===== config.mk =====
export PLATFORM = sky130hd
export DESIGN_NAME = exe_mem_issue_flat
export DESIGN_NICKNAME = d
export VERILOG_FILES = /design/src/rtl/exe_mem_issue_pkg.sv /design/src/rtl/exe_mem_issue_if.sv /design/src/rtl/exe_mem_issue_outstanding_cnt.sv /design/src/rtl/exe_mem_issue.sv /design/src/flat_wrapper.sv
export SDC_FILE = /design/constraint.sdc
export NUM_CORES = 1
export LEC_CHECK = 0
export BUFFER_PORTS_ARGS = -buffer_cell sky130_fd_sc_hd__buf_2
export CAP_MARGIN = 15
export CORE_AREA = 2 2 258 260
export CTS_BUF_LIST = sky130_fd_sc_hd__clkbuf_4 sky130_fd_sc_hd__clkbuf_8
export DETAILED_ROUTE_END_ITERATION = 12
export DIE_AREA = 0 0 260 262
export GPL_TIMING_DRIVEN = 0
export HOLD_SLACK_MARGIN = 0.05
export PLACE_DENSITY_LB_ADDON = 0.05
export SLEW_MARGIN = 5
export SYNTH_ARGS = -nofsm -noshare
export SYNTH_HDL_FRONTEND = slang
export SYNTH_SLANG_ARGS = --single-unit

===== constraint.sdc =====
create_clock -name clk -period 10.8 [get_ports clk]
set_clock_uncertainty 0.15 [all_clocks]
set_input_delay 0 -clock clk [delete_from_list [all_inputs] [get_ports clk]]
set_output_delay 0 -clock clk [all_outputs]
set_load 0.02 [all_outputs]

===== src/rtl/exe_mem_issue_pkg.sv =====
// Shared definitions for the EXE->MEM memory-issue stage: access size codes,
// default sizing and the layout of the memory fields carried to MEM.
package exe_mem_issue_pkg;

    typedef enum logic [1:0] {
        SZ_B = 2'd0,
        SZ_H = 2'd1,
        SZ_W = 2'd2
    } size_e;

    localparam int DEFAULT_PAYLOAD_W = 256;
    localparam int DEFAULT_MAX_OUT   = 15;
    localparam int CNT_W             = 4;

    // Memory-related fields captured from EXE alongside the opaque payload.
    typedef struct packed {
        logic        mem_en;
        logic        we;
        logic [1:0]  size;
        logic [3:0]  wstrb;
        logic [31:0] addr;
        logic [31:0] wdata;
        logic        ex;
    } mem_req_t;

endpackage


===== src/rtl/exe_mem_issue_if.sv =====
// Data SRAM address/response channel. The issue stage is the master; the
// memory side returns addr_ok (request taken) and data_ok (one response).
interface exe_mem_issue_if;

    logic        req;
    logic        wr;
    logic [1:0]  size;
    logic [3:0]  wstrb;
    logic [31:0] addr;
    logic [31:0] wdata;
    logic        addr_ok;
    logic        data_ok;

    modport master (
        output req, wr, size, wstrb, addr, wdata,
        input  addr_ok, data_ok
    );

    modport slave (
        input  req, wr, size, wstrb, addr, wdata,
        output addr_ok, data_ok
    );

endinterface


===== src/rtl/exe_mem_issue_outstanding_cnt.sv =====
// Outstanding data SRAM transaction counter. Counts accepted requests that
// have not yet returned data_ok; guarded so it never wraps in either direction.
module exe_mem_issue_outstanding_cnt
    import exe_mem_issue_pkg::*;
#(
    parameter int MAX = DEFAULT_MAX_OUT
) (
    input  logic             clk,
    input  logic             reset,
    input  logic             inc,
    input  logic             dec,
    output logic [CNT_W-1:0] cnt
);

    // Up on inc, down on dec, hold when both or neither; a stray dec at zero is ignored.
    always_ff @(posedge clk or posedge reset) begin
        if (reset) begin
            cnt <= '0;
        end else if (inc && !dec) begin
            if (cnt != CNT_W'(MAX)) begin
                cnt <= cnt + CNT_W'(1);
            end
        end else if (dec && !inc) begin
            if (cnt != '0) begin
                cnt <= cnt - CNT_W'(1);
            end
        end
    end

endmodule


===== src/rtl/exe_mem_issue.sv =====
// Memory-issue stage between EXE and MEM. Holds one instruction, drives the
// data SRAM address phase for loads/stores, tells MEM whether a data phase is
// owed, and tracks outstanding transactions so MEM can drain after a flush.
module exe_mem_issue
    import exe_mem_issue_pkg::*;
#(
    parameter int PAYLOAD_W = DEFAULT_PAYLOAD_W,
    parameter int MAX_OUT   = DEFAULT_MAX_OUT
) (
    input  logic                 clk,
    input  logic                 reset,

    input  logic                 in_valid,
    output logic                 in_allowin,
    input  logic                 in_mem_en,
    input  logic                 in_mem_we,
    input  logic [1:0]           in_size,
    input  logic [3:0]           in_wstrb,
    input  logic [31:0]          in_addr,
    input  logic [31:0]          in_wdata,
    input  logic                 in_ex,
    input  logic [PAYLOAD_W-1:0] in_payload,

    output logic                 out_valid,
    input  logic                 out_allowin,
    output logic [PAYLOAD_W-1:0] out_payload,
    output logic                 out_ex,
    output logic                 out_wait_data,

    exe_mem_issue_if.master      data_sram,

    input  logic                 flush,
    input  logic                 mem_block,
    output logic [CNT_W-1:0]     io_cnt
);

    mem_req_t             r;
    logic [PAYLOAD_W-1:0] payload_r;
    logic                 valid;
    logic                 req_sent;
    logic                 req;
    logic                 accept;
    logic                 ready_go;
    logic                 handoff;

    // Flush withdraws a pending request combinationally; a full counter or a
    // blocking older instruction simply holds the request back.
    assign req = valid && r.mem_en && !r.ex && !req_sent && !flush && !mem_block
                 && (io_cnt != CNT_W'(MAX_OUT));

    assign accept     = req && data_sram.addr_ok;
    assign ready_go   = !r.mem_en || r.ex || req_sent || accept;
    assign out_valid  = valid && ready_go;
    assign in_allowin = !valid || (ready_go && out_allowin);
    assign handoff    = out_valid && out_allowin;

    assign out_wait_data = r.mem_en && !r.ex && (req_sent || accept);
    assign out_payload   = payload_r;
    assign out_ex        = r.ex;

    assign data_sram.req   = req;
    assign data_sram.wr    = r.we;
    assign data_sram.size  = r.size;
    assign data_sram.wstrb = r.wstrb;
    assign data_sram.addr  = r.addr;
    assign data_sram.wdata = r.wdata;

    // Instruction registers; in_allowin is low while a request is pending, so
    // the address-phase fields cannot change under an un-acknowledged req.
    always_ff @(posedge clk or posedge reset) begin
        if (reset) begin
            r         <= '0;
            payload_r <= '0;
        end else if (in_valid && in_allowin) begin
            r.mem_en  <= in_mem_en;
            r.we      <= in_mem_we;
            r.size    <= in_size;
            r.wstrb   <= in_wstrb;
            r.addr    <= in_addr;
            r.wdata   <= in_wdata;
            r.ex      <= in_ex;
            payload_r <= in_payload;
        end
    end

    // Stage occupancy; flush empties the stage regardless of handshake.
    always_ff @(posedge clk or posedge reset) begin
        if (reset) begin
            valid <= 1'b0;
        end else if (flush) begin
            valid <= 1'b0;
        end else if (in_allowin) begin
            valid <= in_valid;
        end
    end

    // Remembers that this instruction's request was taken; freed on handoff or flush.
    always_ff @(posedge clk or posedge reset) begin
        if (reset) begin
            req_sent <= 1'b0;
        end else if (flush || handoff) begin
            req_sent <= 1'b0;
        end else if (accept) begin
            req_sent <= 1'b1;
        end
    end

    exe_mem_issue_outstanding_cnt #(
        .MAX (MAX_OUT)
    ) u_outstanding_cnt (
        .clk   (clk),
        .reset (reset),
        .inc   (accept),
        .dec   (data_sram.data_ok),
        .cnt   (io_cnt)
    );

endmodule


===== src/flat_wrapper.sv =====
// flat-port wrapper written by rule: the top's interface ports become plain ports
module exe_mem_issue_flat import exe_mem_issue_pkg::*;
#(
    parameter int PAYLOAD_W = DEFAULT_PAYLOAD_W,
    parameter int MAX_OUT   = DEFAULT_MAX_OUT
)
  (clk, reset, in_valid, in_allowin, in_mem_en, in_mem_we, in_size, in_wstrb, in_addr, in_wdata, in_ex, in_payload, out_valid, out_allowin, out_payload, out_ex, out_wait_data, flush, mem_block, io_cnt, data_sram_req, data_sram_wr, data_sram_size, data_sram_wstrb, data_sram_addr, data_sram_wdata, data_sram_addr_ok, data_sram_data_ok);
  exe_mem_issue_if data_sram_i ();
  input  logic clk;
  input  logic reset;
  input  logic in_valid;
  output logic in_allowin;
  input  logic in_mem_en;
  input  logic in_mem_we;
  input  logic [1:0] in_size;
  input  logic [3:0] in_wstrb;
  input  logic [31:0] in_addr;
  input  logic [31:0] in_wdata;
  input  logic in_ex;
  input  logic [PAYLOAD_W-1:0] in_payload;
  output logic out_valid;
  input  logic out_allowin;
  output logic [PAYLOAD_W-1:0] out_payload;
  output logic out_ex;
  output logic out_wait_data;
  input  logic flush;
  input  logic mem_block;
  output logic [CNT_W-1:0] io_cnt;
  output wire logic [$bits(data_sram_i.req)-1:0] data_sram_req;
  output wire logic [$bits(data_sram_i.wr)-1:0] data_sram_wr;
  output wire logic [$bits(data_sram_i.size)-1:0] data_sram_size;
  output wire logic [$bits(data_sram_i.wstrb)-1:0] data_sram_wstrb;
  output wire logic [$bits(data_sram_i.addr)-1:0] data_sram_addr;
  output wire logic [$bits(data_sram_i.wdata)-1:0] data_sram_wdata;
  input wire logic [$bits(data_sram_i.addr_ok)-1:0] data_sram_addr_ok;
  input wire logic [$bits(data_sram_i.data_ok)-1:0] data_sram_data_ok;
  assign data_sram_req = data_sram_i.req;
  assign data_sram_wr = data_sram_i.wr;
  assign data_sram_size = data_sram_i.size;
  assign data_sram_wstrb = data_sram_i.wstrb;
  assign data_sram_addr = data_sram_i.addr;
  assign data_sram_wdata = data_sram_i.wdata;
  assign data_sram_i.addr_ok = data_sram_addr_ok;
  assign data_sram_i.data_ok = data_sram_data_ok;
  exe_mem_issue #(.PAYLOAD_W(PAYLOAD_W), .MAX_OUT(MAX_OUT)) u_core (.clk(clk), .reset(reset), .in_valid(in_valid), .in_allowin(in_allowin), .in_mem_en(in_mem_en), .in_mem_we(in_mem_we), .in_size(in_size), .in_wstrb(in_wstrb), .in_addr(in_addr), .in_wdata(in_wdata), .in_ex(in_ex), .in_payload(in_payload), .out_valid(out_valid), .out_allowin(out_allowin), .out_payload(out_payload), .out_ex(out_ex), .out_wait_data(out_wait_data), .data_sram(data_sram_i), .flush(flush), .mem_block(mem_block), .io_cnt(io_cnt));
endmodule

==> results of run 1 <==
==> synthesized netlist by cell type (all sizes together) (2+ instances only) <==
master	n
and3	2
mux2	329
xnor2	2
nor3b	4
buf	106
dfrtp	335
inv	6
nand2	3
a21oi	4
ha	3
a22o	2
o21ai	2
a21o	2
nor2	4
==> cell families after synthesis <==
group | share of synthesized area (%)
compound gates | 0.7507
xor+xnor | 0.1971
fa+ha+maj | 0.4317
buf+inv | 7.075
flops | 62.87
mux | 27.86
simple gates | 0.8163
==> per-stage QoR <==
stage                     utilization [%]  hold WS, ns  setup slack, ns
after detailed placement            27.37     -0.03797            7.909
after global placement              27.24      0.05697           -4.277
after floorplan                         -     -0.08686            1.368
==> flow_summary_export.csv, run 1 <==
group,metric,value,unit
synthesis,netlist_instances,816,
synthesis,yosys-top-cells-area,"dfrtp_1 63%, mux2_2 28%, buf_4 4.0%",
floorplan,chipHeight,262,µm
synthesis,yosysTopAreaCell,"dfrtp_1",
synthesis,syn_area_per_cell,16.34,µm²
clocking,holdBufCountCts,496,
synthesis,synth_cell_types,29,
floorplan,start_util,20.43,%
clocking,clock_sinks,335,
synthesis,yosys_warnings,0,
place,port_buffers,672,
run_status,status,"did not finish",
clocking,clockRootBuffer,"clkbuf_8",
clocking,cts_buffers,68,
clocking,clockBufferDepth,3,
place,place_area,17870,µm²
synthesis,synth-edff-count,0,
run_status,haltStage,"4_1_cts",
synthesis,syn_nets,1157,
synthesis,netlist.area_leader.share,62.87,%
floorplan,num_rows,94,
place,dpl.hpwl,39400,µm
floorplan,die_x,260,µm
synthesis,synth-async-reset-ratio,100.0,%
place,dp.cells,2355,
place,place.gp.congestion,0.7473,
clocking,h-tree-depth,3,
clocking,cts_resized,0,
synthesis,ys_seq_area_share,62.87,%
synthesis,synth_area,13330,µm²
synthesis,ys_ff_latch,335,
clocking,post-cts-setup-buffers,0,
run_status,error,"[ERROR RSZ-0060] Max buffer count reached.",
synthesis,synth_flop_cell,"dfrtp_1",
floorplan,pin_count,673,
==> run 2, diff against run 1 <==
--- a/config.mk
+++ b/config.mk
@@ -8,12 +8,10 @@
 export BUFFER_PORTS_ARGS = -buffer_cell sky130_fd_sc_hd__buf_2
 export CAP_MARGIN = 15
 export CORE_AREA = 2 2 258 260
-export CTS_BUF_LIST = sky130_fd_sc_hd__clkbuf_4 sky130_fd_sc_hd__clkbuf_8
 export DETAILED_ROUTE_END_ITERATION = 12
 export DIE_AREA = 0 0 260 262
 export GPL_TIMING_DRIVEN = 0
-export HOLD_SLACK_MARGIN = 0.05
-export PLACE_DENSITY_LB_ADDON = 0.05
+export PLACE_DENSITY_LB_ADDON = 0.15
 export SLEW_MARGIN = 5
 export SYNTH_ARGS = -nofsm -noshare
 export SYNTH_HDL_FRONTEND = slang
==> run 2 against run 1 <==
Effect of this change: the run now ends clean; area after synthesis stayed put; synthesized cell count stayed put.
==> flow_summary_export.csv, run 2 <==
group,metric,value,unit
layout,fin_nets,2212,
drt,dr_total_vias,10578,
timing,finalSetupViolations,0,
place,dpl.hpwl,34840,µm
place,port_buffers,672,
timing,min_period_over_period,26.33,%
pwr,p_switching,1.208,mW
grt,grt_start_max_net_pins,115,
synthesis,syn_nets,1157,
drt,routed_wl,46310,µm
grt,track_usage,12.94,%
timing,worst_slew_pin_slew,0.8570,ns
synthesis,ys_seq_area_share,62.87,%
setup_path,worstPathRequired,11.09,ns
pwr,clkPwrFrac,35.0,%
timing,final-hold-violation-count,0,
synthesis,yosys-top-cells-area,"dfrtp_1 63%, mux2_2 28%, buf_4 4.0%",
job,drv_cap,0,
timing,max_freq,0.3517,GHz
layout,fillCellCount,6538,
layout,finalNonFillerCells,2767,
synthesis,netlist_instances,816,
place,place_ws,7.908,ns
pwr,leakage,10.65,nW
clocking,clockBufferDepth,3,
grt,antenna_found_initial,2,
drt,final_antenna_net_count,0,
timing,slew_headroom,42.87,%
floorplan,start_util,20.43,%
layout,most-common-layout-cells,"673 x buf_2, 336 x dlygate4sd3_1, 335 x dfrtp_1, 329 x mux2_2, 71 x buf_4",
floorplan,die_x,260,µm
synthesis,synth-edff-count,0,
synthesis,synth_common_cells,"335 x dfrtp_1, 329 x mux2_2, 71 x buf_4",
pwr,power.internal,2.796,mW
place,dp.cells,2354,
layout,area_growth,69.25,%
synthesis,synth-async-reset-ratio,100.0,%
clocking,clkLatencyLatePin,0.55,ns
clocking,tritoncts,"done",
setup_path,cp_max_fo,6,
grt,grt_overflow_total,0,
floorplan,pin_count,673,
layout,drive_gt1_share,61.74,%
synthesis,yosysMostFrequentCell,"dfrtp_1",
layout,final_common_cell,"buf_2",
synthesis,synth_flop_cell,"dfrtp_1",
timing,slew_violations,0,
run_status,status,"complete, no violations",
timing,worst_slack,7.956,ns
setup_path,arrival,3.14,ns
floorplan,chipHeight,262,µm
synthesis,yosys_warnings,0,
synthesis,netlist.area_leader.share,62.87,%
pwr,ir_worst_vdd,0.1057,mV
synthesis,synth_cell_types,29,
layout,fin_util,34.57,%
drt,drc_errors,0,
pwr,finalPower,4.003,mW
drt,first_pass_iters,4,
clocking,clock_sinks,335,
place,place.gp.congestion,0.7907,
synthesis,synth_area,13330,µm²
clocking,h-tree-depth,2,
timing,holdWs,0.02145,ns
grt,grt_pass1_wl,67500,µm
grt,grt_pass1_vias,11379,
pwr,combinationalPowerShare,26.3,%
drt,drt_first_iter_violations,282,
clocking,cts_resized,0,
setup_path,critPathKind,"reg2reg",
timing,min_period,2.844,ns
synthesis,yosysTopAreaCell,"dfrtp_1",
setup_path,start_kind,"flop",
clocking,cts_buffers,43,
floorplan,dieArea,68120,µm²
drt,wl_per_cell,16.74,µm
setup_path,r2r_slack,7.96,ns
synthesis,ys_ff_latch,335,
pwr,power_density,177.4,nW/µm²
floorplan,core_area,65280,µm²
setup_path,endpoint_kind,"flop",
synthesis,syn_area_per_cell,16.34,µm²
pwr,pwr-share-seq,38.7,%
layout,insertedDiodeCount,0,
pwr,switching_share,30.16,%
timing,rsz0062_at_grt,"false",
worst_hold_path,hold_path.class,"in2async",
clocking,clockRootBuffer,"clkbuf_16",
drt,viasPerCell,3.823,
layout,largest_register_ffs,256,
clocking,clkSlewWorstSetupHoldPaths,0.06,ns
floorplan,num_rows,94,
[run 2: final timing paths]
check                                           startpoint                              end  cells past startpoint
max                        u_core.u_outstanding_cnt.cnt[1]  u_core.u_outstanding_cnt.cnt[3]                     10
min                                                  reset          u_core.out_payload[138]                      3
max reg2reg                u_core.u_outstanding_cnt.cnt[1]  u_core.u_outstanding_cnt.cnt[3]                     10
min reg2reg                          u_core.out_payload[1]            u_core.out_payload[1]                      1
max in group asynchronous                            reset          u_core.out_payload[252]                      4
min in group clk                           in_payload[150]          u_core.out_payload[150]                      3
[run 2: layout make-up]
class | count | area [µm²] | share of cell area [%]
Buffer | 106 | 920.9 | 4.080
Clock buffer | 67 | 1256 | 5.566
Clock inverter | 10 | 107.6 | 0.4768
Inverter | 6 | 30.03 | 0.1331
Multi-Input combinational cell | 369 | 4008 | 17.76
Sequential cell | 335 | 8383 | 37.15
Tap cell | 864 | 1081 | 4.790
Timing Repair Buffer | 1010 | 6782 | 30.05
[run 2: power by group through the flow]
stage                     registers, mW  clock network [mW]  logic [mW]
final                              1.55                1.40        1.05
after global routing               1.58                1.51        1.13
after CTS                          1.55                1.46        1.07
after detailed placement           1.57                   0       0.971
after global placement             1.57                   0       0.965
after floorplan                    1.75                   0       0.407
[run 2: kinds of logic (layout without fill, tap and decap cells)]
kind of cell | count (synthesis) | in the layout | share of synthesized area [%]
adders and majority gates | 4 | 4 | 0.4317
xor gates and xnor gates | 3 | 3 | 0.1971
DFF | 335 | 335 | 62.87
buffers and inverters | 112 | 1199 | 7.075
muxes | 330 | 330 | 27.86
and+or+nand+nor | 18 | 18 | 0.8163
AOI/OAI and AO/OA | 14 | 14 | 0.7507
[run 2: worst max-delay path, stage by stage (launching register included)]
cell	delay [ns]
dfrtp_1	0.47
nand4_1	0.23
and3_1	0.27
and2_1	0.19
ha_1	0.22
inv_1	0.17
ha_1	0.27
a21o_1	0.18
a21oi_1	0.26
mux2i_1	0.11
a22o_1	0.23
[run 2: timing repair]
item | in CTS | in global routing
setup buffers | 0 | 0
endpoints found under the hold margin | 443 | 0
hold buffers | 336 | 0
endpoints found under the setup margin | 0 | 0
[run 2: per-stage QoR]
step	cell area [µm²]	TNS, ns
2_1_floorplan	13330	0
3_3_place_gp	17780	-1130.99
3_5_place_dp	17840	0
4_1_cts	22570	0
5_1_grt	22570	0
6_report	22570	0
[run 2: per-layer routing]
metal  global-route usage (%)  wire, µm  up-vias
met2                    23.53     24130      365
met1                    14.39     17650     5232
li1                         -         -     4908
met4                    4.199      1173        2
met5                        0         7        -
met3                    3.887      3353       71
No activity file was read; power rests on OpenSTA's default activity.
